<file path="src/rtl/dmem_arbiter_pkg.sv">
// Shared types and constants for the data-memory arbiter and the memory-stage decode.
package dmem_arbiter_pkg;

  typedef enum logic [1:0] {
    IDLE = 2'd0,
    BUSY = 2'd1,
    RESP = 2'd2
  } state_e;

  localparam logic REQ_F = 1'b0;
  localparam logic REQ_D = 1'b1;

  // Y86 icodes that reach the memory stage; decode and arbiter share these.
  localparam logic [3:0] RMMOVQ = 4'd4;
  localparam logic [3:0] MRMOVQ = 4'd5;
  localparam logic [3:0] CALL   = 4'd8;
  localparam logic [3:0] RET    = 4'd9;
  localparam logic [3:0] PUSHQ  = 4'd10;
  localparam logic [3:0] POPQ   = 4'd11;

  typedef struct packed {
    logic        vld;
    logic        err;
    logic [63:0] data;
  } rsp_t;

  // Full-width compare so high address bits can never alias into the array.
  function automatic logic addr_bad(input logic [63:0] addr, input int unsigned words);
    return addr >= 64'(words);
  endfunction

endpackage

</file>
<file path="src/rtl/dmem_arbiter_rr_pick.sv">
// Two-way round-robin grant: under contention the requester that did not win last goes first.
module dmem_rr_pick
  import dmem_arbiter_pkg::*;
(
  input  logic clock,
  input  logic reset_n,
  input  logic req_f_i,
  input  logic req_d_i,
  input  logic take_i,
  output logic gnt_o,
  output logic gnt_id_o
);

  logic rr_last_q;

  always_comb begin
    gnt_o = req_f_i | req_d_i;
    if (req_f_i && req_d_i) gnt_id_o = ~rr_last_q;
    else                    gnt_id_o = req_d_i ? REQ_D : REQ_F;
  end

  always_ff @(posedge clock or negedge reset_n) begin
    if (!reset_n)                rr_last_q <= REQ_D;
    else if (take_i && gnt_o)    rr_last_q <= gnt_id_o;
  end

endmodule

</file>
<file path="src/rtl/dmem_arbiter.sv">
// Shares the single-port data memory between fetch (F) and memory-stage (D) requesters
// with a registered request/ack handshake, address range check and wait-state timeout.
module dmem_arbiter
  import dmem_arbiter_pkg::*;
#(
  parameter int MEM_WORDS = 1024,
  parameter int ADDR_W    = 10,
  parameter int TIMEOUT   = 15
) (
  input  logic              clock,
  input  logic              reset_n,
  input  logic              f_req,
  input  logic [63:0]       f_addr,
  output logic              f_valid,
  output logic [63:0]       f_rdata,
  output logic              f_err,
  input  logic              d_req,
  input  logic              d_we,
  input  logic [63:0]       d_addr,
  input  logic [63:0]       d_wdata,
  output logic              d_valid,
  output logic [63:0]       d_rdata,
  output logic              d_err,
  output logic              m_en,
  output logic              m_we,
  output logic [ADDR_W-1:0] m_addr,
  output logic [63:0]       m_wdata,
  input  logic [63:0]       m_rdata,
  input  logic              m_ack
);

  localparam int CNT_W = $clog2(TIMEOUT + 1);

  state_e            state_q, state_d;
  logic              idle, gnt, gnt_id;
  logic              id_q, id_d;
  logic [CNT_W-1:0]  cnt_q, cnt_d;
  logic              m_en_q, m_en_d, m_we_q, m_we_d;
  logic [ADDR_W-1:0] m_addr_q, m_addr_d;
  logic [63:0]       m_wdata_q, m_wdata_d;
  rsp_t              f_rsp_q, f_rsp_d, d_rsp_q, d_rsp_d;
  rsp_t              rsp;
  logic              rsp_id;
  logic [63:0]       sel_addr;
  logic              sel_we, sel_bad, tmo;

  assign idle = (state_q == IDLE);

  dmem_rr_pick u_rr (
    .clock    (clock),
    .reset_n  (reset_n),
    .req_f_i  (f_req),
    .req_d_i  (d_req),
    .take_i   (idle),
    .gnt_o    (gnt),
    .gnt_id_o (gnt_id)
  );

  // F is read-only, so only a D grant can produce a write.
  assign sel_addr = (gnt_id == REQ_D) ? d_addr : f_addr;
  assign sel_we   = (gnt_id == REQ_D) && d_we;
  assign sel_bad  = addr_bad(sel_addr, MEM_WORDS);
  assign tmo      = (cnt_q == CNT_W'(TIMEOUT - 1));

  always_ff @(posedge clock or negedge reset_n) begin
    if (!reset_n) state_q <= IDLE;
    else          state_q <= state_d;
  end

  always_comb begin
    state_d = state_q;
    case (state_q)
      IDLE:    if (gnt) state_d = sel_bad ? RESP : BUSY;
      BUSY:    if (m_ack || tmo) state_d = RESP;
      RESP:    state_d = IDLE;
      default: state_d = IDLE;
    endcase
  end

  always_comb begin
    id_d      = id_q;
    cnt_d     = cnt_q;
    m_en_d    = 1'b0;
    m_we_d    = 1'b0;
    m_addr_d  = '0;
    m_wdata_d = '0;
    rsp       = '0;
    rsp_id    = id_q;
    case (state_q)
      IDLE: if (gnt) begin
        id_d   = gnt_id;
        rsp_id = gnt_id;
        cnt_d  = '0;
        if (sel_bad) begin
          rsp.vld = 1'b1;
          rsp.err = 1'b1;
        end else begin
          m_en_d    = 1'b1;
          m_we_d    = sel_we;
          m_addr_d  = sel_addr[ADDR_W-1:0];
          m_wdata_d = sel_we ? d_wdata : '0;
        end
      end
      BUSY: begin
        if (m_ack) begin
          rsp.vld  = 1'b1;
          rsp.data = m_we_q ? 64'd0 : m_rdata;
        end else if (tmo) begin
          rsp.vld = 1'b1;
          rsp.err = 1'b1;
        end else begin
          m_en_d    = 1'b1;
          m_we_d    = m_we_q;
          m_addr_d  = m_addr_q;
          m_wdata_d = m_wdata_q;
          cnt_d     = cnt_q + 1'b1;
        end
      end
      default: ;
    endcase
    f_rsp_d = (rsp_id == REQ_F) ? rsp : '0;
    d_rsp_d = (rsp_id == REQ_D) ? rsp : '0;
  end

  always_ff @(posedge clock or negedge reset_n) begin
    if (!reset_n) begin
      id_q      <= REQ_F;
      cnt_q     <= '0;
      m_en_q    <= 1'b0;
      m_we_q    <= 1'b0;
      m_addr_q  <= '0;
      m_wdata_q <= '0;
      f_rsp_q   <= '0;
      d_rsp_q   <= '0;
    end else begin
      id_q      <= id_d;
      cnt_q     <= cnt_d;
      m_en_q    <= m_en_d;
      m_we_q    <= m_we_d;
      m_addr_q  <= m_addr_d;
      m_wdata_q <= m_wdata_d;
      f_rsp_q   <= f_rsp_d;
      d_rsp_q   <= d_rsp_d;
    end
  end

  assign m_en    = m_en_q;
  assign m_we    = m_we_q;
  assign m_addr  = m_addr_q;
  assign m_wdata = m_wdata_q;
  assign f_valid = f_rsp_q.vld;
  assign f_err   = f_rsp_q.err;
  assign f_rdata = f_rsp_q.data;
  assign d_valid = d_rsp_q.vld;
  assign d_err   = d_rsp_q.err;
  assign d_rdata = d_rsp_q.data;

endmodule

</file>
<file path="config.mk">
export PLATFORM = sky130hd
export DESIGN_NAME = dmem_arbiter
export DESIGN_NICKNAME = d
export VERILOG_FILES = /design/src/rtl/dmem_arbiter_pkg.sv /design/src/rtl/dmem_arbiter_rr_pick.sv /design/src/rtl/dmem_arbiter.sv
export SDC_FILE = /design/constraint.sdc
export NUM_CORES = 1
export LEC_CHECK = 0
export CORE_AREA = 2 2 184 186
export CTS_CLUSTER_SIZE = 20
export DETAILED_ROUTE_END_ITERATION = 10
export DIE_AREA = 0 0 186 188
export DONT_BUFFER_PORTS = 1
export GPL_TIMING_DRIVEN = 1
export PLACE_DENSITY = 0.44
export SLEW_MARGIN = 30
export SYNTH_ARGS = -nofsm -noshare
export SYNTH_HDL_FRONTEND = slang
export SYNTH_HIERARCHICAL = 1
export SYNTH_SLANG_ARGS = --single-unit
</file>
<file path="constraint.sdc">
create_clock -name clock -period 3.22 [get_ports clock]
set_input_delay 0.644 -clock clock [delete_from_list [all_inputs] [get_ports clock]]
set_output_delay 0.644 -clock clock [all_outputs]
set_load 0.01 [all_outputs]
</file>
==> metrics <==
# resized after CTS 0; worst skew pair latency 0.51 ns; FP Rows 67; Worst EP required 3.62 ns; Worst EP arrival 2.98 ns; nature of the critical path endpoint flip-flop; unique cell type count in the Yosys netlist 46; Hold WS -0.173 ns; Hold WC Path Type primary input to asynchronous set/reset pin; sequential area share after synthesis 63.7%; Synth Area per Inst 10.8 um2; final net count 1042; pre-CTS WS 0.464 ns; H-tree Lvls 1; CTS tree built; postcts setup bufs 0; Die H 188 um; Final Max Tran Viols 0; failing checks negative hold slack; Tcrit/Tclk final 80.0%; fmax 388 MHz; Buffers on Ports 0; RSZ-0062 raised after global routing no; Max rail drop VDD 314 uV; Power Density 573 nW/um2; deepest clock path buffer count 3; fill count 3463; Final min period 2.58 ns; Final Power 5.61 mW; Worst-Margin Slew 0.891 ns; CTS buffer count 23; Worst slew margin 40.6%; Layout area overhead 15.4%; Critical Path Source Type flip-flop; Antenna Nets Post-Route 0; maxcap violations 0; post-DR wirelength/cell 21.3 um; total core area 33100 um2; Ys Warns 6; run status finished, violations left; vias in the first global route 6160; root buffer cell clkbuf_16; placed cells 1201; main flop type after synthesis dfrtp_1; Crit Path Category flip-flop to flip-flop; Mapped Area 8490 um2; effective utilization at floorplan 25.6%; number of synthesized flops with an enable pin 0; DR iter-0 viols 283; global-route wire length before repair 38500 um; Async S/R FF share, synth 100%; largest net degree at the start of global routing 217; dpl hpwl 18600 um; Final Hold Fails 215; Finished Layout Cells 1242; share of post-route cells with drive strength above 1 16.1%; via/cell ratio 4.67; total grt overflow 0; All-Layer GR Usage 14.4%; Total Neg Setup Slack 0 ns; die area 35000 um2; Worst Slack Setup Final 0.644 ns; Final Wtd Congestion 0.963; final setup fails 0; vias 5795; # IOs 470; clk sink count 216; Post-Synthesis Cells 787; initial antenna violation count 4; Syn Nets 1051; DR pass1 iterations 4; Reg2Reg Setup Slack 0.64 ns; peak fanout along the critical path 23; final WL 26500 um; skew final 0.0155 ns; post-route DRC violation count 0; Worst-path clk slew 0.06 ns; leakage 4.30 nW; Die Wd 186 um; FF+latch count, synth 216
## cell families (layout without fill, tap and decap cells)
kind of cell / Yosys count / in the layout / share of synthesized area [%]
DFF: 216 / 216 / 63.7
and+or+nand+nor: 406 / 406 / 20.2
AOI/OAI and AO/OA: 93 / 93 / 11.1
other: 0 / 1 / 0
xor gates and xnor gates: 2 / 2 / 0.206
muxes: 10 / 10 / 1.30
adders and majority gates: 2 / 2 / 0.295
buffers and inverters: 58 / 64 / 3.20
## cell usage after synthesis (all sizes together), types with 2 or more instances
cell | count | share of area (%)
dfrtp | 215 | 63
nand2 | 215 | 9.5
nor2 | 138 | 6.1
o31ai | 74 | 9.3
clkbuf | 35 | 1.5
nor4 | 25 | 2.3
buf | 20 | 1.5
mux2 | 8 | 1.1
nand4 | 5 | 0.37
a211o | 4 | 0.41
and3 | 4 | 0.29
a21oi | 3 | 0.18
inv | 3 | 0.13
nor3 | 3 | 0.18
nor3b | 3 | 0.27
o21ai | 3 | 0.18
or4 | 3 | 0.35
ha | 2 | 0.29
mux2i | 2 | 0.24
nand2b | 2 | 0.15
nand3 | 2 | 0.12
nor4b | 2 | 0.21
o22ai | 2 | 0.22
o41ai | 2 | 0.38
xor2 | 2 | 0.21
## power by group
part	internal [mW]	total [mW]	switching (mW)
Combinational	0.0933	0.301	0.208
Clock	1.48	2.55	1.06
Sequential	2.74	2.76	0.0239
Total	4.31	5.61	1.30
## cells in the final DEF, fill, tap and decap left out, types with 5 or more instances in the layout
| cell | n |
|---|---|
| clkbuf_16 | 23 |
| nor4_1 | 22 |
| buf_4 | 14 |
| nor2_1 | 137 |
| dfrtp_1 | 215 |
| o31ai_1 | 27 |
| mux2_2 | 8 |
| o31ai_2 | 47 |
| nand4_1 | 5 |
| clkbuf_1 | 5 |
| nand2_1 | 215 |
| buf_12 | 7 |
## through the flow
stage / cell area, um2 / hold slack [ns] / utilization (%)
2_1_floorplan: 8490 / 0.348 / -
3_3_place_gp: 9070 / 0.353 / 27.4
3_5_place_dp: 9070 / 0.353 / 27.4
4_1_cts: 9800 / -0.208 / 29.6
5_1_grt: 9800 / -0.217 / 29.6
6_report: 9800 / -0.173 / 29.6
## routing by layer
metal | global-route usage, % | wire length, um
met5 | 0 | 42
met4 | 3.76 | 497
met3 | 8.12 | 3910
met2 | 21.9 | 11700
met1 | 17.6 | 10300
## area by class of cell
cell class / count / area [um2] / area share (%)
diodes: 1 / 2.50 / 0.0255
clock buffers: 32 / 649 / 6.63
clock inverters: 8 / 72.6 / 0.741
inverters: 3 / 11.3 / 0.115
multi-input cells: 513 / 2850 / 29.1
flip-flops and latches: 216 / 5410 / 55.2
well taps: 448 / 561 / 5.72
repair buffers: 21 / 245 / 2.50
## critical path, cell delays in order, from the launching register on
cell,delay [ns]
dfstp_2,0.55
a21boi_2,0.07
buf_4,0.16
nor4_1,0.26
nand4_1,0.12
nor4_1,0.32
buf_4,0.20
o22ai_4,0.23
buf_4,0.31
o31ai_1,0.24
## path summary, 6_finish.rpt
check,startpoint,cells past startpoint,endpoint
worst max register to register,u_rr/rr_last_q,9,m_wdata[63]
worst max-delay path,u_rr/rr_last_q,9,m_wdata[63]
worst min register to register,cnt_q[0],1,cnt_q[0]
max in group asynchronous,reset_n,0,d_rdata[12]
min in group clock,f_req,1,u_rr/rr_last_q
worst min-delay path,reset_n,0,m_wdata[38]
## state kept, by name (all words and copies together), names as in the netlist
| signal | flops |
|---|---|
| f_err | 1 |
| state_q | 2 |
| m_we | 1 |
| m_addr | 10 |
| d_err | 1 |
| d_rdata | 64 |
| m_en | 1 |
| cnt_q | 4 |
| f_valid | 1 |
| d_valid | 1 |
| m_wdata | 64 |
| f_rdata | 64 |
| u_rr/rr_last_q | 1 |
| id_q | 1 |
Note: power is estimated with default switching activity, not from simulation.
